## config.mk

```make
export PLATFORM = sky130hd
export DESIGN_NAME = mux4_scan_ctrl
export DESIGN_NICKNAME = d
export VERILOG_FILES = /design/src/rtl/mux4_scan_ctrl.sv
export SDC_FILE = /design/constraint.sdc
export NUM_CORES = 1
export LEC_CHECK = 0
export ABC_AREA = 1
export BUFFER_PORTS_ARGS = -buffer_cell sky130_fd_sc_hd__buf_2
export CAP_MARGIN = 20
export CORE_UTILIZATION = 45
export DETAILED_ROUTE_END_ITERATION = 10
export PLACE_DENSITY = 0.68
export SLEW_MARGIN = 25
export SYNTH_ARGS = -nofsm -noshare
export SYNTH_HDL_FRONTEND = slang
export SYNTH_SLANG_ARGS = --single-unit
export TNS_END_PERCENT = 30
```

## constraint.sdc

```tcl
create_clock -name clk -period 2.25 [get_ports clk]
set_input_delay 0 -clock clk [delete_from_list [all_inputs] [get_ports clk]]
set_output_delay 0 -clock clk [all_outputs]
set_load 0.1 [all_outputs]
```

## src/rtl/mux4_scan_ctrl.sv

```systemverilog
// mux4_scan_ctrl: round-robin select sequencer for a 4-to-1 mux.
// Holds each enabled channel for DWELL cycles, then captures f_in with a
// channel tag and a one-cycle valid strobe.
// Ports: clk, rst_n (async, active-low), start, stop, en_mask[3:0],
//        f_in[WIDTH-1:0] -> s0, s1, sample[WIDTH-1:0], sample_ch[1:0],
//        sample_valid, busy.
// Option: define MUX4_SCAN_ONESHOT_EN for a single pass over the mask.
module mux4_scan_ctrl #(
    parameter int WIDTH = 3,
    parameter int DWELL = 4
) (
    input  logic             clk,
    input  logic             rst_n,
    input  logic             start,
    input  logic             stop,
    input  logic [3:0]       en_mask,
    input  logic [WIDTH-1:0] f_in,
    output logic             s0,
    output logic             s1,
    output logic [WIDTH-1:0] sample,
    output logic [1:0]       sample_ch,
    output logic             sample_valid,
    output logic             busy
);

    localparam int CW = (DWELL > 1) ? $clog2(DWELL) : 1;
    localparam logic [CW-1:0] CNT_LAST = CW'(DWELL - 1);

    typedef enum logic {
        IDLE,
        SCAN
    } state_t;

    state_t           state_q;
    logic [1:0]       cur_ch_q;
    logic [CW-1:0]    cnt_q;
    logic             stop_pend_q;
    logic [WIDTH-1:0] sample_q;
    logic [1:0]       sample_ch_q;
    logic             sample_valid_q;
    logic             busy_q;

    logic [1:0]       lo_ch_d;
    logic [1:0]       nxt_ch_d;
    logic             exit_d;
    logic             found;
    logic [2:0]       sum;
`ifdef MUX4_SCAN_ONESHOT_EN
    logic             wrap;
`endif

    // Lowest enabled channel, used as the first channel of a scan.
    always_comb begin
        lo_ch_d = 2'd0;
        if (en_mask[0])      lo_ch_d = 2'd0;
        else if (en_mask[1]) lo_ch_d = 2'd1;
        else if (en_mask[2]) lo_ch_d = 2'd2;
        else if (en_mask[3]) lo_ch_d = 2'd3;
    end

    // Next enabled channel after cur_ch with wrap 3->0. Step 4 lands
    // back on cur_ch, covering the single-channel case. The carry bit of
    // the search marks a wrap, which ends a one-shot pass.
    always_comb begin
        nxt_ch_d = cur_ch_q;
        found    = 1'b0;
        sum      = 3'd0;
`ifdef MUX4_SCAN_ONESHOT_EN
        wrap     = 1'b0;
`endif
        for (int k = 1; k <= 4; k++) begin
            sum = {1'b0, cur_ch_q} + 3'(k);
            if (!found && en_mask[sum[1:0]]) begin
                found    = 1'b1;
                nxt_ch_d = sum[1:0];
`ifdef MUX4_SCAN_ONESHOT_EN
                wrap     = sum[2];
`endif
            end
        end
        exit_d = stop_pend_q | stop | (en_mask == 4'b0000);
`ifdef MUX4_SCAN_ONESHOT_EN
        exit_d = exit_d | wrap;
`endif
    end

    always_ff @(posedge clk or negedge rst_n) begin
        if (!rst_n) begin
            state_q        <= IDLE;
            cur_ch_q       <= 2'd0;
            cnt_q          <= '0;
            stop_pend_q    <= 1'b0;
            sample_q       <= '0;
            sample_ch_q    <= 2'd0;
            sample_valid_q <= 1'b0;
            busy_q         <= 1'b0;
        end else begin
            sample_valid_q <= 1'b0;
            unique case (state_q)
                IDLE: begin
                    if (start && (en_mask != 4'b0000)) begin
                        state_q     <= SCAN;
                        cur_ch_q    <= lo_ch_d;
                        cnt_q       <= '0;
                        stop_pend_q <= 1'b0;
                        busy_q      <= 1'b1;
                    end
                end
                SCAN: begin
                    if (stop) stop_pend_q <= 1'b1;
                    if (cnt_q == CNT_LAST) begin
                        sample_q       <= f_in;
                        sample_ch_q    <= cur_ch_q;
                        sample_valid_q <= 1'b1;
                        cnt_q          <= '0;
                        if (exit_d) begin
                            state_q     <= IDLE;
                            busy_q      <= 1'b0;
                            stop_pend_q <= 1'b0;
                        end else begin
                            cur_ch_q <= nxt_ch_d;
                        end
                    end else begin
                        cnt_q <= cnt_q + 1'b1;
                    end
                end
                default: state_q <= IDLE;
            endcase
        end
    end

    assign s0           = cur_ch_q[0];
    assign s1           = cur_ch_q[1];
    assign sample       = sample_q;
    assign sample_ch    = sample_ch_q;
    assign sample_valid = sample_valid_q;
    assign busy         = busy_q;

endmodule

```

==> flow_summary.ini <==
[timing]
fin_crit_ns = 1.589
rsz0062_at_grt = false
hold_viol = 0
setup_tns_ns = 0
skew_ns = 0.002137
worst_pin_slew_ns = 0.4885
final.setup.worst_slack_ns = 0.6606
slew_headroom_pct = 67.66
max_freq_mhz = 629.2
period_share_pct = 70.64
drv_slew = 0
finalSetupViolCount = 0

[clock_network]
cts.clk_slew.worst_paths_ns = 0.08
clock_latency_ns = 0.28
cts_buffers = 3
cts.path.max_buffers = 2
root_buffer = clkbuf_4
cts_setup_buffers = 0
h-tree-depth = 1
clkSinkCount = 13
cts_tree = built

[grt]
antenna_found_initial = 0
first_global_vias = 794
grt_max_degree = 14
grt_overflow = 0
grt_pass1_wl_mm = 3.436
track_usage_pct = 22.89

[routing]
wirelength_mm = 2.056
drt_iter0_drc = 20
route.antenna.remaining_nets = 0
routed_via_density = 5.017
vias = 898
detail_route.wl_per_cell_um = 11.49
firstDrtPassIters = 4
route.detailed.drc = 0

[place]
place_ws_ns = 0.6715
numPortBuffers = 19
dp_hpwl_mm = 1.452
placedCellCount = 171
postPlaceCellArea_um2 = 983.4
gp_congestion = 0.7880

[synthesis]
ys_seq_area_share_pct = 37.30
syn_area_per_cell_um2 = 6.760
synth.net_count = 141
synthDistinctLibCells = 21
ys_ff_latch = 13
netlist_area_um2 = 872.1
ys_warn_count = 0
postSynthCellCount = 129

[critical_path]
cp-startpoint = cnt_q[0]
critPathKind = flip-flop to flip-flop
endpoint = cur_ch_q[0]
reg2reg_to = cur_ch_q[0]
start_kind = flip-flop
reg2reg_slack_ns = 0.66
worstSetupEndpointType = flip-flop
timing.rr.start = cnt_q[0]
cp.required_ns = 2.43
r2r_cells = 9
worstPathArrival_ns = 1.76
path_max_fanout = 11

[die]
num_rows = 15
core_area_um2 = 1764
start_util_pct = 49.43
die_h_um = 46.02
die_w_um = 46.02
dieArea_um2 = 2118
ios = 20

[min_path]
holdCritPathClass = input port to flip-flop

[layout]
area_delta_synth_final_pct = 20.37
fin_cells = 179
nNetsFinal = 167
final_area_um2 = 1050
drive_gt1_share_pct = 22.73
layout_common_cells = nand2_1, buf_2, inv_1
final_common_cell = nand2_1
antenna_cells = 0

[flow_run]
cap_viol_max_count = 0

[status]
status = finished, final reports clean
==> per-stage QoR <==
stage          hold WS, ns  util (%)
2_1_floorplan      -0.2956         -
3_3_place_gp       -0.1000     55.74
3_5_place_dp      -0.09660     55.74
4_1_cts            0.01500     59.50
5_1_grt            0.02694     59.50
6_report          0.007724     59.50
==> timing repair <==
action / 4_1_cts / 5_1_grt
resized for setup: 0 / 0
hold buffers: 4 / 0
endpoints found under the hold margin: 16 / 0
==> metal layers <==
layer  part of all wire (%)  vias up  track usage [%]
met4                   0.49        0            3.529
met5                      0        -                0
met2                     46       25            36.34
met1                     48      414            31.63
li1                       -      457                -
met3                    4.7        2            5.952
==> cells in the mapped netlist <==
library cell,number,area share [%]
nand2_1,48,21
nand2_2,6,4.3
nand3_1,14,8.0
nand4_1,3,2.2
a22o_1,1,1.0
nand3b_1,1,0.86
buf_6,1,1.3
or2_2,1,0.72
nor2_1,7,3.0
nand2_4,2,2.6
nor2_2,1,0.72
inv_2,1,0.43
inv_6,1,1.0
inv_1,15,6.5
dfrtp_1,13,37
o21ai_2,1,1.0
ha_1,1,1.4
a22oi_1,1,0.86
o21ai_0,8,4.6
clkbuf_1,1,0.43
a21oi_1,2,1.1
==> kinds of logic after synthesis <==
| group | count (synthesis) | synth area share, % |
|---|---|---|
| buf+inv | 19 | 9.611 |
| flops | 13 | 37.30 |
| fa+ha+maj | 1 | 1.434 |
| simple gates | 83 | 43.04 |
| compound gates | 13 | 8.609 |
==> final cells by class <==
| cell class | count | area [µm²] |
|---|---|---|
| multi-input combinational | 97 | 462.9 |
| fill | 202 | 714.4 |
| timing repair buffer | 23 | 135.1 |
| sequential | 13 | 325.3 |
| clock buffer | 4 | 26.28 |
| inverter | 17 | 68.82 |
| tap | 25 | 31.28 |
==> worst max-delay path, stage by stage, from the launching register on <==
cell	delay (ns)
dfrtp_1	0.40
ha_1	0.21
nand2_1	0.25
inv_1	0.16
nand4_1	0.11
nor2_1	0.05
nor2_1	0.11
nand3_1	0.08
nand2_1	0.06
nand2_1	0.05
==> worst min path at each step <==
stage	start	to	slack, ns	depth (start not counted)
finish	stop	stop_pend_q	0.008	3
floorplan	rst_n	busy	-0.30	0
global placement	rst_n	sample[1]	-0.10	1
global route	stop	stop_pend_q	0.03	3
detailed placement	rst_n	sample[1]	-0.1	1
CTS	stop	stop_pend_q	0.01	3
==> flip-flops by register name, summed over array words and instances (netlist names) <==
signal        count
stop_pend_q       1
cnt_q             2
cur_ch_q          2
sample_ch         2
sample_valid      1
sample            3
state_q           1
busy              1
Power is not shown: default switching activity piles up to over one toggle a cycle in this logic, so the estimate is an artifact.
